### src/rtl/cpu_pkg.sv
// Shared CPU definitions: datapath widths, ALU opcodes, branch types, CCR bit positions
// and the operand forwarding selector used by the execute stage.
package cpu_pkg;

   localparam int DW = 8;
   localparam int RW = 2;

   localparam logic [3:0] ALU_OP_PASS_A = 4'h0;
   localparam logic [3:0] ALU_OP_PASS_B = 4'h1;
   localparam logic [3:0] ALU_OP_ADD    = 4'h2;
   localparam logic [3:0] ALU_OP_SUB    = 4'h3;
   localparam logic [3:0] ALU_OP_AND    = 4'h4;
   localparam logic [3:0] ALU_OP_OR     = 4'h5;
   localparam logic [3:0] ALU_OP_RLC    = 4'h6;
   localparam logic [3:0] ALU_OP_RRC    = 4'h7;
   localparam logic [3:0] ALU_OP_SETC   = 4'h8;
   localparam logic [3:0] ALU_OP_CLRC   = 4'h9;
   localparam logic [3:0] ALU_OP_NOT    = 4'hA;
   localparam logic [3:0] ALU_OP_NEG    = 4'hB;
   localparam logic [3:0] ALU_OP_INC    = 4'hC;
   localparam logic [3:0] ALU_OP_DEC    = 4'hD;

   typedef enum logic [1:0] {
      BTYPE_NONE   = 2'b00,
      BTYPE_COND   = 2'b01,
      BTYPE_UNCOND = 2'b10,
      BTYPE_RSVD   = 2'b11
   } btype_e;

   localparam int FLAG_Z = 0;
   localparam int FLAG_N = 1;
   localparam int FLAG_C = 2;
   localparam int FLAG_V = 3;

   // The younger writer (EX/MEM) wins over MEM/WB when both target the same register.
   function automatic logic [DW-1:0] fwd_sel(
      input logic [RW-1:0] addr,
      input logic [DW-1:0] id_val,
      input logic          ex_we,
      input logic [RW-1:0] ex_rd,
      input logic [DW-1:0] ex_val,
      input logic          wb_we,
      input logic [RW-1:0] wb_rd,
      input logic [DW-1:0] wb_val
   );
      logic [DW-1:0] sel;
      sel = id_val;
      if (ex_we && (ex_rd == addr)) begin
         sel = ex_val;
      end else if (wb_we && (wb_rd == addr)) begin
         sel = wb_val;
      end
      return sel;
   endfunction

endpackage

### src/rtl/ex_stage_if.sv
// Bundle between the ID/EX register / forwarding sources and the execute stage, plus
// the execute-stage results toward EX/MEM and fetch.
interface ex_stage_if;
   import cpu_pkg::*;

   logic [3:0]    alu_op;
   logic          alu_src;
   logic          update_flags;
   logic [1:0]    btype;
   logic [DW-1:0] ra_val;
   logic [DW-1:0] rb_val;
   logic [RW-1:0] ra;
   logic [RW-1:0] rb;
   logic [DW-1:0] imm;
   logic          exmem_we;
   logic [RW-1:0] exmem_rd;
   logic [DW-1:0] exmem_val;
   logic          memwb_we;
   logic [RW-1:0] memwb_rd;
   logic [DW-1:0] memwb_val;
   logic          int_save;
   logic          rti_restore;

   logic [DW-1:0] alu_result;
   logic [DW-1:0] store_data;
   logic [3:0]    ccr;
   logic          branch_taken;
   logic [DW-1:0] branch_target;
   logic          flush_req;

   modport master (
      output alu_op, alu_src, update_flags, btype, ra_val, rb_val, ra, rb, imm,
             exmem_we, exmem_rd, exmem_val, memwb_we, memwb_rd, memwb_val,
             int_save, rti_restore,
      input  alu_result, store_data, ccr, branch_taken, branch_target, flush_req
   );

   modport slave (
      input  alu_op, alu_src, update_flags, btype, ra_val, rb_val, ra, rb, imm,
             exmem_we, exmem_rd, exmem_val, memwb_we, memwb_rd, memwb_val,
             int_save, rti_restore,
      output alu_result, store_data, ccr, branch_taken, branch_target, flush_req
   );

endinterface

### src/rtl/ex_alu.sv
// Combinational 8-bit ALU. c_valid_o / v_valid_o say whether the op defines C / V;
// when they are low the caller keeps the existing CCR bit.
module ex_alu import cpu_pkg::*; (
   input  logic [DW-1:0] a_i,
   input  logic [DW-1:0] b_i,
   input  logic [3:0]    op_i,
   input  logic          cin_i,
   output logic [DW-1:0] y_o,
   output logic          c_o,
   output logic          v_o,
   output logic          c_valid_o,
   output logic          v_valid_o
);

   localparam logic [DW:0] ONE  = {{DW{1'b0}}, 1'b1};
   localparam logic [DW:0] ZERO = '0;

   // The 9th bit of each widened add/subtract is the carry or borrow out.
   always_comb begin
      y_o       = a_i;
      c_o       = 1'b0;
      v_o       = 1'b0;
      c_valid_o = 1'b0;
      v_valid_o = 1'b0;
      case (op_i)
         ALU_OP_PASS_A: y_o = a_i;
         ALU_OP_PASS_B: y_o = b_i;
         ALU_OP_ADD: begin
            {c_o, y_o} = {1'b0, a_i} + {1'b0, b_i};
            v_o        = (a_i[DW-1] == b_i[DW-1]) && (y_o[DW-1] != a_i[DW-1]);
            c_valid_o  = 1'b1;
            v_valid_o  = 1'b1;
         end
         ALU_OP_SUB: begin
            {c_o, y_o} = {1'b0, a_i} - {1'b0, b_i};
            v_o        = (a_i[DW-1] != b_i[DW-1]) && (y_o[DW-1] != a_i[DW-1]);
            c_valid_o  = 1'b1;
            v_valid_o  = 1'b1;
         end
         ALU_OP_AND: y_o = a_i & b_i;
         ALU_OP_OR:  y_o = a_i | b_i;
         ALU_OP_RLC: begin
            y_o       = {a_i[DW-2:0], cin_i};
            c_o       = a_i[DW-1];
            c_valid_o = 1'b1;
         end
         ALU_OP_RRC: begin
            y_o       = {cin_i, a_i[DW-1:1]};
            c_o       = a_i[0];
            c_valid_o = 1'b1;
         end
         ALU_OP_SETC: begin
            c_o       = 1'b1;
            c_valid_o = 1'b1;
         end
         ALU_OP_CLRC: begin
            c_o       = 1'b0;
            c_valid_o = 1'b1;
         end
         ALU_OP_NOT: y_o = ~a_i;
         ALU_OP_NEG: begin
            {c_o, y_o} = ZERO - {1'b0, a_i};
            v_o        = a_i[DW-1] && y_o[DW-1];
            c_valid_o  = 1'b1;
            v_valid_o  = 1'b1;
         end
         ALU_OP_INC: begin
            {c_o, y_o} = {1'b0, a_i} + ONE;
            v_o        = !a_i[DW-1] && y_o[DW-1];
            c_valid_o  = 1'b1;
            v_valid_o  = 1'b1;
         end
         ALU_OP_DEC: begin
            {c_o, y_o} = {1'b0, a_i} - ONE;
            v_o        = a_i[DW-1] && !y_o[DW-1];
            c_valid_o  = 1'b1;
            v_valid_o  = 1'b1;
         end
         default: y_o = a_i;
      endcase
   end

endmodule

### src/rtl/ex_stage.sv
// Execute stage: operand forwarding, ALU, condition-code register with interrupt shadow,
// and same-cycle branch resolution that redirects fetch and flushes the front end.
module ex_stage import cpu_pkg::*; (
   input logic       clk,
   input logic       rst,
   ex_stage_if.slave bus
);

   logic [DW-1:0] op_a;
   logic [DW-1:0] op_b;
   logic [DW-1:0] fwd_rb;
   logic [DW-1:0] alu_y;
   logic          alu_c;
   logic          alu_v;
   logic          alu_c_valid;
   logic          alu_v_valid;
   logic [3:0]    ccr_q;
   logic [3:0]    ccr_d;
   logic [3:0]    shadow_q;
   logic [3:0]    shadow_d;
   logic          cond_taken;
   logic          taken;

   assign op_a   = fwd_sel(bus.ra, bus.ra_val, bus.exmem_we, bus.exmem_rd, bus.exmem_val,
                           bus.memwb_we, bus.memwb_rd, bus.memwb_val);
   assign fwd_rb = fwd_sel(bus.rb, bus.rb_val, bus.exmem_we, bus.exmem_rd, bus.exmem_val,
                           bus.memwb_we, bus.memwb_rd, bus.memwb_val);
   assign op_b   = bus.alu_src ? bus.imm : fwd_rb;

   ex_alu u_alu (
      .a_i       (op_a),
      .b_i       (op_b),
      .op_i      (bus.alu_op),
      .cin_i     (ccr_q[FLAG_C]),
      .y_o       (alu_y),
      .c_o       (alu_c),
      .v_o       (alu_v),
      .c_valid_o (alu_c_valid),
      .v_valid_o (alu_v_valid)
   );

   // Branch conditions test the committed CCR only; ra doubles as the flag selector.
   assign cond_taken = (bus.btype == BTYPE_COND) && ccr_q[bus.ra];
   assign taken      = cond_taken || (bus.btype == BTYPE_UNCOND);

   assign bus.alu_result    = alu_y;
   assign bus.store_data    = fwd_rb;
   assign bus.ccr           = ccr_q;
   assign bus.branch_taken  = taken;
   assign bus.branch_target = taken ? fwd_rb : '0;
   assign bus.flush_req     = taken;

   // Later assignments override earlier ones, giving rti > taken-cond clear > flag update.
   always_comb begin
      ccr_d    = ccr_q;
      shadow_d = shadow_q;
      if (bus.update_flags) begin
         ccr_d[FLAG_Z] = (alu_y == '0);
         ccr_d[FLAG_N] = alu_y[DW-1];
         if (alu_c_valid) ccr_d[FLAG_C] = alu_c;
         if (alu_v_valid) ccr_d[FLAG_V] = alu_v;
      end
      if (cond_taken) ccr_d[bus.ra] = 1'b0;
      if (bus.rti_restore) ccr_d = shadow_q;
      if (bus.int_save) shadow_d = ccr_q;
   end

   always_ff @(posedge clk or negedge rst) begin
      if (!rst) begin
         ccr_q    <= '0;
         shadow_q <= '0;
      end else begin
         ccr_q    <= ccr_d;
         shadow_q <= shadow_d;
      end
   end

endmodule

### src/flat_wrapper.sv
// flat-port wrapper written by rule: the top's interface ports become plain ports
module ex_stage_flat import cpu_pkg::*;
  (clk, rst, bus_alu_op, bus_alu_src, bus_update_flags, bus_btype, bus_ra_val, bus_rb_val, bus_ra, bus_rb, bus_imm, bus_exmem_we, bus_exmem_rd, bus_exmem_val, bus_memwb_we, bus_memwb_rd, bus_memwb_val, bus_int_save, bus_rti_restore, bus_alu_result, bus_store_data, bus_ccr, bus_branch_taken, bus_branch_target, bus_flush_req);
  ex_stage_if bus_i ();
  input logic clk;
  input logic rst;
  input wire logic [$bits(bus_i.alu_op)-1:0] bus_alu_op;
  input wire logic [$bits(bus_i.alu_src)-1:0] bus_alu_src;
  input wire logic [$bits(bus_i.update_flags)-1:0] bus_update_flags;
  input wire logic [$bits(bus_i.btype)-1:0] bus_btype;
  input wire logic [$bits(bus_i.ra_val)-1:0] bus_ra_val;
  input wire logic [$bits(bus_i.rb_val)-1:0] bus_rb_val;
  input wire logic [$bits(bus_i.ra)-1:0] bus_ra;
  input wire logic [$bits(bus_i.rb)-1:0] bus_rb;
  input wire logic [$bits(bus_i.imm)-1:0] bus_imm;
  input wire logic [$bits(bus_i.exmem_we)-1:0] bus_exmem_we;
  input wire logic [$bits(bus_i.exmem_rd)-1:0] bus_exmem_rd;
  input wire logic [$bits(bus_i.exmem_val)-1:0] bus_exmem_val;
  input wire logic [$bits(bus_i.memwb_we)-1:0] bus_memwb_we;
  input wire logic [$bits(bus_i.memwb_rd)-1:0] bus_memwb_rd;
  input wire logic [$bits(bus_i.memwb_val)-1:0] bus_memwb_val;
  input wire logic [$bits(bus_i.int_save)-1:0] bus_int_save;
  input wire logic [$bits(bus_i.rti_restore)-1:0] bus_rti_restore;
  output wire logic [$bits(bus_i.alu_result)-1:0] bus_alu_result;
  output wire logic [$bits(bus_i.store_data)-1:0] bus_store_data;
  output wire logic [$bits(bus_i.ccr)-1:0] bus_ccr;
  output wire logic [$bits(bus_i.branch_taken)-1:0] bus_branch_taken;
  output wire logic [$bits(bus_i.branch_target)-1:0] bus_branch_target;
  output wire logic [$bits(bus_i.flush_req)-1:0] bus_flush_req;
  assign bus_i.alu_op = bus_alu_op;
  assign bus_i.alu_src = bus_alu_src;
  assign bus_i.update_flags = bus_update_flags;
  assign bus_i.btype = bus_btype;
  assign bus_i.ra_val = bus_ra_val;
  assign bus_i.rb_val = bus_rb_val;
  assign bus_i.ra = bus_ra;
  assign bus_i.rb = bus_rb;
  assign bus_i.imm = bus_imm;
  assign bus_i.exmem_we = bus_exmem_we;
  assign bus_i.exmem_rd = bus_exmem_rd;
  assign bus_i.exmem_val = bus_exmem_val;
  assign bus_i.memwb_we = bus_memwb_we;
  assign bus_i.memwb_rd = bus_memwb_rd;
  assign bus_i.memwb_val = bus_memwb_val;
  assign bus_i.int_save = bus_int_save;
  assign bus_i.rti_restore = bus_rti_restore;
  assign bus_alu_result = bus_i.alu_result;
  assign bus_store_data = bus_i.store_data;
  assign bus_ccr = bus_i.ccr;
  assign bus_branch_taken = bus_i.branch_taken;
  assign bus_branch_target = bus_i.branch_target;
  assign bus_flush_req = bus_i.flush_req;
  ex_stage u_core (.clk(clk), .rst(rst), .bus(bus_i));
endmodule
### config.mk
export PLATFORM = sky130hd
export DESIGN_NAME = ex_stage_flat
export DESIGN_NICKNAME = d
export VERILOG_FILES = /design/src/rtl/cpu_pkg.sv /design/src/rtl/ex_stage_if.sv /design/src/rtl/ex_alu.sv /design/src/rtl/ex_stage.sv /design/src/flat_wrapper.sv
export SDC_FILE = /design/constraint.sdc
export NUM_CORES = 1
export LEC_CHECK = 0
export CORE_MARGIN = 5
export CORE_UTILIZATION = 55
export DETAILED_ROUTE_END_ITERATION = 8
export HOLD_SLACK_MARGIN = 0.06
export PLACE_DENSITY = 0.88
export RECOVER_POWER = 50
export SYNTH_ARGS = -nofsm -noshare
export SYNTH_HDL_FRONTEND = slang
export SYNTH_SLANG_ARGS = --single-unit
export TNS_END_PERCENT = 10
### constraint.sdc
create_clock -name clk -period 12.3 [get_ports clk]
set_clock_uncertainty 0.1 [all_clocks]
set_input_delay 1.23 -clock clk [delete_from_list [all_inputs] [get_ports clk]]
set_output_delay 1.23 -clock clk [all_outputs]
set_load 0.02 [all_outputs]
=== Yosys cells after proc, flatten, opt, wreduce, memory -nomap -nowiden ===
Cells that the tools add are included.

* Multiplexer cells: 20
* Order comparisons: 2
* Shift operators: 0
* $add $sub $neg: 5
* Bitwise logic cells: 5
* Divide/modulo/power cells: 0
* Reduce and logical (&&, ||, !) cells: 17
* Multipliers: 0
* Equality and inequality tests: 23

{| class="wikitable"
|+ Operator list
! kind !! number
|-
| $pmux 8 s11 || 1
|-
| $mux 8 || 6
|-
| $eq 4x4->1 const B || 6
|-
| $eq 4x3->1 const B || 4
|-
| $mux 4 || 3
|-
| $logic_and 1x1->1 || 11
|-
| $add 8x1->9 const B || 1
|-
| $add 8x8->9 || 1
|-
| $reduce_or 9->1 || 1
|-
| $sub 1x8->9 const A || 1
|-
| $sub 8x1->9 const B || 1
|-
| $sub 8x8->9 || 1
|-
| $and 8x8->8 || 1
|-
| $eq 2x2->1 || 4
|-
| $eq 4x2->1 const B || 2
|-
| $logic_not 8->1 || 1
|-
| $not 8->8 || 1
|-
| $or 8x8->8 || 1
|-
| $pmux 1 s8 || 1
|-
| $mux 1 || 6
|-
| $pmux 1 s5 || 1
|-
| $reduce_or 5->1 || 1
|-
| $and 4x4->4 || 1
|-
| $eq 4x1->1 const B || 1
|-
| other kinds (11) || 14
|}

* Output and inout port bits: 30
* ROM bits: 0
* Bits in writable memories: 0
* Word-level logic and storage cells: 74
* Memories kept: 0
* Register bits after elaboration: 8
* Bits in latches: 0

=== Longest topological paths before layout ===
* Depth in word-level cells: 14
* Mapped depth: 17
* Mapped depth without buffers: 17

=== Hierarchy ===
Synthesis repeated with hierarchy kept, for this count alone.

* Cells, all modules: 476
* Area, all modules: 3349.5 um^2

{| class="wikitable"
|+ Modules (own cells, without submodules)
! module !! cells each !! area each (um^2) !! instances !! sequential area each (um^2)
|-
| ex_alu || 318 || 2172.1 || 1 || 0.0
|-
| ex_stage || 158 || 1177.4 || 1 || 200.2
|}

=== Least setup slack after synthesis ===
OpenSTA, ideal clock, no wires.

* Path kind: in2out
* From: input port bus_ra[0]
* To: output port bus_alu_result[6]
* Stages: 16
* Data required time: 10.970 ns
* Data arrival time: 4.714 ns
* Path slack: 6.256 ns
* Cells stage by stage: buf_6 -> xor2_2 -> buf_6 -> o31a_1 -> o31ai_4 -> inv_1 -> ha_1 -> fa_1 -> a21oi_1 -> o21ai_0 -> a21o_1 -> a21oi_1 -> mux2_2 -> nand4_1 -> a211oi_1 -> a21oi_1

* Word-level cells in the longest chain between the ends: 6

{| class="wikitable"
|+ RTL lines
! what !! RTL line !! text
|-
| start, declared || flat_wrapper.sv:13 || <nowiki>input wire logic [$bits(bus_i.ra)-1:0] bus_ra;</nowiki>
|-
| $eq 2x2->1 || cpu_pkg.sv:50 || <nowiki>end else if (wb_we && (wb_rd == addr)) begin</nowiki>
|-
| $logic_and 1x1->1 || cpu_pkg.sv:50 ||
|-
| $mux 8 || cpu_pkg.sv:50 ||
|-
| $mux 8 (*) || cpu_pkg.sv:48 || <nowiki>if (ex_we && (ex_rd == addr)) begin</nowiki>
|-
| $sub 8x1->9 (tied with other cells) || ex_alu.sv:74 || <nowiki>{c_o, y_o} = {1'b0, a_i} - ONE;</nowiki>
|-
| $pmux 8 s11 (*) || ex_alu.sv:25 || <nowiki>case (op_i)</nowiki>
|-
| end, declared || flat_wrapper.sv:24 || <nowiki>output wire logic [$bits(bus_i.alu_result)-1:0] bus_alu_result;</nowiki>
|}

Every way passes the cells marked *; elsewhere a longest branch is shown, timed or not.

=== Final worst setup path ===
* From: input port bus_ra[0]
* To: output port bus_alu_result[7]

Same word-level chain as after synthesis.

==> reports/results.ini <==
[clock_tree]
clock_latency_ps = 230
root_buffer = clkbuf_8
cts_tree = built
ctsResizeCount = 0
clockBufferDepth = 2
cts_hold_buf = 0
postCtsSetupBuffers = 0
cts.clk_slew.worst_paths_ps = 40
cts.htree.levels = 1
cts_buffers = 3
clock_sinks = 8

[synth]
synth_seq_area_share_pct = 5.55
yosys.area_share.xor_xnor_pct = 5.94
yosysTopAreaCellShare_pct = 9.72
ys_ff_latch = 8
syn_area_um2 = 3600
yosysTopAreaCell = ha_1
synthSimpleGateAreaFrac_pct = 25.4
synth_flop_cell = dfrtp_1
netlist-cell-type-count = 79
synth.avg_cell_area_um2 = 7.08
ys_async_sr_fraction_pct = 100
synth_compound_area_share_pct = 36.5
netlist_instances = 509
synth_top_family_by_area = compound AO/OA/AOI/OAI gates
synthMuxAreaShare_pct = 7.01
synthAdderAreaFrac_pct = 10.8
ys_warn_count = 0
ys_top_cells_by_area = ha_1 9.7%, dfrtp_1 5.6%, nand2_1 4.6%
synth_edf_count = 0
synth_nets = 601

[cells_and_area]
num_antenna_cells = 0
final_cells = 648
drive_above_1_share_pct = 6.13
nets = 665
area_growth_pct = 24.6

[setup_path]
crit_path_end_kind = primary output
cpMostUsedCell = nand2_1
cp_slowest_cell = dlygate4sd3_1
cp_num_buf_inv = 3
cp.required_ps = 10970
start_kind = primary input
cp_top_family = compound AO/OA/AOI/OAI gates
cp_data_arrival_time_ps = 6810
cp_max_fo = 16
crit_chain = dlygate4sd3_1, xor2_2, nor3_1, o31ai_2, clkinv_1, ha_1, o311a_1, o211ai_1, nand2_1, o311ai_0, o31ai_1, nand4_1, nand2_1, a21oi_1, clkdlybuf4s50_1
crit_type = in2out
crit_path_max_incr_delay_ps = 780

[placed_design]
portBuffers = 91
dp.cells = 645
gp_congestion = 0.986
post-dp-hpwl_mm = 10.6

[routing]
drt-total-wl_mm = 13.4
drc = 0
final_antenna_net_count = 0
via_per_inst = 6.88
drt_iter0_drc = 466
wl_per_cell_um = 20.7
vias = 4459
first_pass_iters = 6

[sta]
tightest_slew_ps = 955
relSlewSlack_pct = 36.1
finalSetupTns_ps = 0
fin_crit_sh_pct = 66.2
drv_slew = 0
setup_viol = 0
fmax_mhz = 123
hold_viol_final = 0
rsz0062_at_grt = no
finalCriticalPeriod_ps = 8140

[floorplanning]
start_util_pct = 56.8
boundaryPins = 92
core_area_um2 = 6350
rows = 29
fp.dieW_um = 91.0
dieArea_um2 = 8270
die_h_um = 91.0

[outcome]
status = finished clean

[global_route]
grt_max_degree = 33
gr-total-overflow = 0
grt_pass1_vias = 4192
grt_antenna_before_repair = 0
track_usage_pct = 30.2
grt_pass1_wl_mm = 21.2

[power]
p_per_area_nw_per_um2 = 78.2
ir_worst_vdd_uv = 67.8
p_leak_nw = 1.77

[worst_hold_path]
hp-class = reg2reg

[job]
drv_cap = 0

-- state kept, by name, summed over array words and instances, names as in the netlist --
signal           cells
u_core.bus.ccr       4
u_core.shadow_q      4
-- cell type report --
| type | instances | area [um2] |
|---|---|---|
| multi-input cells | 431 | 3090 |
| fillers | 567 | 1860 |
| repair buffers | 94 | 933 |
| flip-flops and latches | 8 | 200 |
| inverters | 35 | 133 |
| well taps | 77 | 96.3 |
| clock buffers | 3 | 41.3 |
-- per-stage QoR --
stage / area (um2) / setup WS (ps) / util, % / hold WS, ps / power (mW)
after floorplan: 3600 / 6260 / - / 349 / 0.225
after global placement: 4450 / 4640 / 70.1 / 364 / 0.308
after detailed placement: 4450 / 4400 / 70.1 / 384 / 0.315
after CTS: 4490 / 4400 / 70.8 / 391 / 0.348
after global routing: 4490 / 3940 / 70.8 / 416 / 0.374
final: 4490 / 4160 / 70.8 / 392 / 0.351
-- cells in the mapped netlist (13+ instances only) --
cell	number
a21oi_1	29
nor3_1	17
xnor2_1	15
clkbuf_1	18
nor2_1	36
inv_1	29
mux2i_1	14
o21ai_0	31
ha_1	28
nand2_1	44
o31a_1	15
nand3_1	13
-- cell usage in the layout, fill, tap and decap left out, drive strengths merged, types with 4 or more instances in the layout --
| cell type | netlist | final |
|---|---|---|
| inv | 31 | 31 |
| o31a | 15 | 15 |
| nor2b | 8 | 8 |
| o221ai | 7 | 7 |
| clkinv | 4 | 4 |
| dfrtp | 8 | 8 |
| clkdlybuf4s50 | 0 | 78 |
| nand3 | 13 | 13 |
| nor2 | 36 | 36 |
| a21o | 5 | 5 |
| nand2b | 11 | 11 |
| mux2 | 8 | 8 |
| o21ai | 31 | 31 |
| o22ai | 11 | 11 |
| xnor2 | 15 | 15 |
| o31ai | 14 | 14 |
| mux2i | 14 | 14 |
| a211oi | 7 | 7 |
| nand2 | 44 | 44 |
| a21oi | 30 | 30 |
| a31oi | 6 | 6 |
| xor2 | 6 | 6 |
| or4 | 4 | 4 |
| ha | 28 | 28 |
| dlygate4sd3 | 0 | 13 |
| nor3 | 19 | 19 |
| o211ai | 6 | 6 |
| o21bai | 7 | 7 |
| and2 | 8 | 8 |
| nor4 | 8 | 8 |
| nand4 | 11 | 11 |
| a41oi | 4 | 4 |
-- where the power goes --
group          leakage, nW  internal, mW  switching [mW]
Clock               0.0216        0.0212          0.0105
Combinational         1.64         0.119           0.165
Sequential           0.105        0.0312         0.00506
Total                 1.77         0.171           0.180
-- cells by family after synthesis --
group,after synthesis
flip-flops,8
AND/OR/NAND/NOR,178
AO/OA/AOI/OAI,179
XOR/XNOR,21
multiplexers,23
buffers and inverters,70
adder cells (fa/ha/maj),30
-- final timing paths --
path,cells after the start,to,from,slack [ps]
max,15,bus_alu_result[7],bus_ra[0],4160
min,2,u_core.bus.ccr[0]$_DFF_PN0_,u_core.shadow_q[0]$_DFFE_PN0P_,390
max reg2reg,7,u_core.bus.ccr[0]$_DFF_PN0_,u_core.bus.ccr[2]$_DFF_PN0_,9800
min reg2reg,2,u_core.bus.ccr[0]$_DFF_PN0_,u_core.shadow_q[0]$_DFFE_PN0P_,390
max in group asynchronous,1,u_core.shadow_q[2]$_DFFE_PN0P_,rst,10570
min in group asynchronous,1,u_core.bus.ccr[1]$_DFF_PN0_,rst,1260
-- metal layers --
metal	part of all wire (%)	wire length, um	global-route usage (%)	up-vias
met4	3.7	502	10.4	0
met1	41	5520	40.0	2066
met5	0	0	0	-
met2	45	6050	49.9	305
li1	-	-	-	2047
met3	10	1350	4.71	41
-- tightest hold or removal path: cells and delay by family (launching register included) --
kind	cells	cell delay, ps
flip-flops	1	340
AO/OA/AOI/OAI	2	120
Note: power is estimated with default switching activity, not from simulation.
